`src/rtl/alu_framer_pipe.sv`:
```
// ALU result framer: buffers result words in a FIFO and emits length-N frames with SOF/EOF.
// Optional ALU_FRAMER_PARITY_EN adds frame_par, the XOR of frame_data, registered with it.
module alu_framer_pipe #(
  parameter int DATA_W    = 32,
  parameter int DEPTH     = 32,
  parameter int LEN_W     = 5,
  parameter int BP_MARGIN = 3
) (
  input  logic              clk,
  input  logic              rst_n,
  input  logic [LEN_W-1:0]  frame_len,
  input  logic              frame_len_val,
  output logic              frame_len_rdy,
  input  logic [DATA_W-1:0] alu_data,
  input  logic              alu_ready,
  output logic              frame,
  output logic [DATA_W-1:0] frame_data,
  output logic              frame_sof,
  output logic              frame_eof,
  input  logic              frame_rdy,
  output logic              frame_bp,
  output logic              ovf_err,
`ifdef ALU_FRAMER_PARITY_EN
  output logic              frame_par,
`endif
  input  logic              clr_err
);

  localparam int AW = $clog2(DEPTH);
  localparam int CW = AW + 1;

  generate
    if ((2**LEN_W) - 1 > DEPTH) begin : g_len_chk
      $error("alu_framer_pipe: 2**LEN_W-1 exceeds DEPTH");
    end
    if (DEPTH < 4 || (1 << AW) != DEPTH) begin : g_depth_chk
      $error("alu_framer_pipe: DEPTH must be a power of 2 and at least 4");
    end
    if (BP_MARGIN >= DEPTH) begin : g_bp_chk
      $error("alu_framer_pipe: BP_MARGIN must be below DEPTH");
    end
  endgenerate

  typedef enum logic [1:0] {IDLE, PENDING, FRAMING} state_t;

  state_t            state, nstate;
  logic [DATA_W-1:0] mem [DEPTH];
  logic [AW-1:0]     wptr, rptr;
  logic [CW-1:0]     count, count_next;
  logic [LEN_W-1:0]  remaining;
  logic              first;
  logic              full, push, pop, cmd_go;

  assign frame_len_rdy = (state == IDLE);
  assign cmd_go        = (state == IDLE) && frame_len_val && (frame_len != '0);

  always_comb begin
    full       = (count == CW'(DEPTH));
    push       = alu_ready && !full;
    pop        = (state == FRAMING) && (remaining != '0) && (!frame || frame_rdy);
    count_next = count + CW'(push) - CW'(pop);
  end

  always_comb begin
    nstate = state;
    case (state)
      IDLE:    if (cmd_go) nstate = PENDING;
      // Wait until the whole frame is buffered so beats never bubble mid-frame.
      PENDING: if (count >= CW'(remaining)) nstate = FRAMING;
      FRAMING: if (frame && frame_rdy && remaining == '0) nstate = IDLE;
      default: nstate = IDLE;
    endcase
  end

  always_ff @(posedge clk or negedge rst_n) begin
    if (!rst_n) state <= IDLE;
    else        state <= nstate;
  end

  always_ff @(posedge clk) begin
    if (push) mem[wptr] <= alu_data;
  end

  always_ff @(posedge clk or negedge rst_n) begin
    if (!rst_n) begin
      wptr       <= '0;
      rptr       <= '0;
      count      <= '0;
      ovf_err    <= 1'b0;
      frame_bp   <= 1'b0;
      remaining  <= '0;
      first      <= 1'b0;
      frame      <= 1'b0;
      frame_data <= '0;
      frame_sof  <= 1'b0;
      frame_eof  <= 1'b0;
`ifdef ALU_FRAMER_PARITY_EN
      frame_par  <= 1'b0;
`endif
    end else begin
      if (push) wptr <= wptr + 1'b1;
      if (pop)  rptr <= rptr + 1'b1;
      count    <= count_next;
      frame_bp <= (CW'(DEPTH) - count_next) <= CW'(BP_MARGIN);
      // A fresh overflow beats a simultaneous clear.
      if (alu_ready && full) ovf_err <= 1'b1;
      else if (clr_err)      ovf_err <= 1'b0;
      if (cmd_go) begin
        remaining <= frame_len;
        first     <= 1'b1;
      end
      if (pop) begin
        frame      <= 1'b1;
        frame_data <= mem[rptr];
        frame_sof  <= first;
        frame_eof  <= (remaining == LEN_W'(1));
        remaining  <= remaining - 1'b1;
        first      <= 1'b0;
`ifdef ALU_FRAMER_PARITY_EN
        frame_par  <= ^mem[rptr];
`endif
      end else if (frame && frame_rdy) begin
        frame     <= 1'b0;
        frame_sof <= 1'b0;
        frame_eof <= 1'b0;
      end
    end
  end

endmodule

```
`config.mk`:
```
export PLATFORM = sky130hd
export DESIGN_NAME = alu_framer_pipe
export DESIGN_NICKNAME = d
export VERILOG_FILES = /design/src/rtl/alu_framer_pipe.sv
export SDC_FILE = /design/constraint.sdc
export NUM_CORES = 1
export LEC_CHECK = 0
export CORE_UTILIZATION = 60
export CTS_CLUSTER_DIAMETER = 30
export DETAILED_ROUTE_END_ITERATION = 8
export PLACE_DENSITY = 0.74
export SYNTH_ARGS = -nofsm -noshare
export SYNTH_HDL_FRONTEND = slang
export SYNTH_SLANG_ARGS = --single-unit
```
`constraint.sdc`:
```
create_clock -name clk -period 4.3 [get_ports clk]
set_input_delay 0.86 -clock clk [delete_from_list [all_inputs] [get_ports clk]]
set_output_delay 0.86 -clock clk [all_outputs]
set_load 0.005 [all_outputs]
```
==> results_dict.tcl <==
set metrics [dict create \
    yosys_warnings 0 \
    grt_max_degree 80 \
    netlist_instances 2153 \
    cts_setup_buffers 0 \
    startpoint_type "flip-flop" \
    avgRoutedWirePerCell_um 30.84 \
    fmax_ghz 0.3108 \
    rsz0062_at_grt "no" \
    status "complete, no violations" \
    yosysSeqAreaShare 0.7687 \
    crit_type "flip-flop to flip-flop" \
    synth-main-ff-cell "edfxtp_1" \
    globalplace.congestion 0.8189 \
    viasPerCell 6.547 \
    ant_nets 0 \
    r2r_start "rptr[1]" \
    holdWs_ns 0.3135 \
    cts-hold-fix-buffers 0 \
    overflow 0 \
    crit_path_cell_trace "buf_4 > nand3b_1 > buf_4 > o22ai_1 > a211oi_1 > o21ai_1 > a22o_1" \
    synthToLayoutAreaGrowth_pct 19.85 \
    finalCritPeriodShare 0.7483 \
    required_ns 4.94 \
    p_leak_uw 0.01687 \
    synth_fp_nets 2218 \
    relSlewSlack 0.09863 \
    post_cts_resized 0 \
    die_area_um2 71040 \
    grt_pass1_vias 23220 \
    clk_pin_slew_ns 0.06 \
    num_rows 96 \
    drt_pass1_iterations 8 \
    critPathArrivalTime_ns 3.86 \
    p_per_area_nw_per_um2 717.9 \
    final_max_slew_viol_count 0 \
    htree_num_levels 4 \
    finalCriticalPeriod_ns 3.218 \
    antenna_found_initial 2 \
    finalSetupTns_ns 0 \
    hp-class "input pin to asynchronous set/reset pin" \
    ys_types 51 \
    maxCapViolations 0 \
    yosysTopAreaCell "edfxtp_1" \
    synth_top_area_frac 0.7323 \
    grt_pass1_wl_mm 154.2 \
    r2r-end "frame_data[8]" \
    tritoncts "done" \
    cpMostUsedCell "buf_4" \
    synth.top_cells.by_area "edfxtp_1 (73%), mux4_2 (6.7%), mux2i_1 (5.3%)" \
    clockRootBuffer "clkbuf_16" \
    core_um2 68950 \
    drive_above_1_share 0.2131 \
    clkLatencyLatePin_ns 0.75 \
    cp-end-kind "flip-flop" \
    finalSetupViolations 0 \
    finalHoldViolCount 0 \
    grtUsageTotal 0.3074 \
    ir_worst_vdd_uv 605.3 \
    cpPeakStageDelay_ns 0.63 \
    reg2reg_slack_ns 1.08 \
    tightest_slew_ns 1.348 \
    syn_area_um2 41990 \
    fin_skew_ns 0.02023 \
    io_buffers 80 \
    dieWidth_um 266.5 \
    async_flop_share 0.05622 \
    drc 0 \
    slowest_stage "nand3b_1" \
    synth_seq_cells 1085 \
    synth_edf_count 1024 \
    synth_common_cells "edfxtp_1 (1024), mux2i_1 (224), mux4_2 (125)" \
    cts_made_buffers 166 \
    ff2ff_path_depth 7 \
    syn_avg_cell_area_um2 19.50 \
    wl_mm 105.7 \
    drt_iter0_markers 2770 \
    crit_fanout 46 \
    chipHeight_um 266.5 \
    vias 22440 \
    clockBufferDepth 3 \
    clock-sinks 1085 \
    nets 2413 \
    io_pins 81 \
    dp_hpwl_mm 55.05 \
    yosysMostFrequentCell "edfxtp_1" \
    start_util 0.6090 \
]
==> critical path, delay by kind of cell (launching register included) <==
kind	cells	cell delay, ns
buffers and inverters	2	1.16
and+or+nand+nor	1	0.63
DFF	1	0.47
AOI/OAI and AO/OA	4	0.80
==> placed cells by master, fill, tap and decap left out, types with 11 or more instances in the layout <==
cell type and n:
buf_12 31, ha_1 21, nand2_1 22, bufinv_16 24
nor2b_1 34, dfrtp_1 56, o22ai_1 95, nor2_4 34
clkbuf_1 13, a22oi_1 33, o21ai_1 33, mux4_2 125
clkinv_2 17, a31oi_1 31, clkdlybuf4s50_1 79, clkinvlp_4 24
inv_6 23, mux2i_1 224, inv_1 17, clkinv_1 11
clkbuf_16 167, edfxtp_1 1024, buf_4 39, a21oi_1 38
nor2_1 37, clkinv_4 12, a211oi_1 93, a22o_1 31
==> worst max-delay path by stage <==
stage / from / endpoint / slack, ns / cells past startpoint
finish: rptr[1] / frame_data[8] / 1.08 / 7
global route: rptr[1] / frame_data[29] / 0.96 / 7
CTS: rptr[1] / frame_data[8] / 1.15 / 7
detailed placement: frame_rdy / frame_bp / 0.73 / 13
global placement: frame_rdy / frame_bp / 0.75 / 14
floorplan: alu_ready / mem[31][0] / 0.96 / 5
==> stage by stage <==
step	power (uW)	instances	area [um2]	setup WS [ns]	utilization
after global routing	37260	3424	50320	0.9637	0.7298
after detailed placement	22180	3111	44410	0.7260	0.6441
after CTS	36170	3423	50310	1.147	0.7297
final	36130	3427	50320	1.082	0.7299
after global placement	21970	3111	44410	0.7523	0.6441
after floorplan	19130	2153	41990	0.9593	-
==> sequential cells by signal (all words and copies together) (netlist names) <==
signal and flops:
remaining 5, frame_data 32, mem 1024, frame 1
frame_eof 1, wptr 5, first 1, count 6
state 2, ovf_err 1, rptr 5, frame_bp 1
frame_sof 1
==> per-layer routing <==
layer / up-vias / track usage / wire, um
li1: 9353 / - / -
met1: 11480 / 0.4117 / 39200
met2: 1338 / 0.4866 / 51170
met3: 263 / 0.07491 / 11260
met4: 4 / 0.1311 / 4018
met5: - / 0 / 34
==> cell families (layout without fill, tap and decap cells) <==
| group | after synthesis | after routing | synth area share |
|---|---|---|---|
| mux | 355 | 355 | 0.1242 |
| simple gates | 162 | 162 | 0.01854 |
| compound gates | 378 | 378 | 0.06016 |
| xor+xnor | 11 | 11 | 0.002295 |
| buf+inv | 140 | 479 | 0.01940 |
| other cells | 0 | 4 | 0 |
| flops | 1085 | 1085 | 0.7687 |
| fa+ha+maj | 22 | 22 | 0.006734 |
==> power by group <==
part	internal (uW)	switching, uW	total (uW)
Clock	8790	5150	13900
Sequential	12500	677	13200
Combinational	3670	5370	9040
Total	24900	11200	36100
==> cell type report <==
type                    count  area [um2]
fillers                  3908       18620
repair buffers            149        1704
diodes                      4       10.01
flip-flops and latches   1085       32290
inverters                  18       67.56
clock inverters           130        1648
well taps                 931        1165
clock buffers             182        4255
multi-input cells         928        9184
No activity file was read; power rests on OpenSTA's default activity.
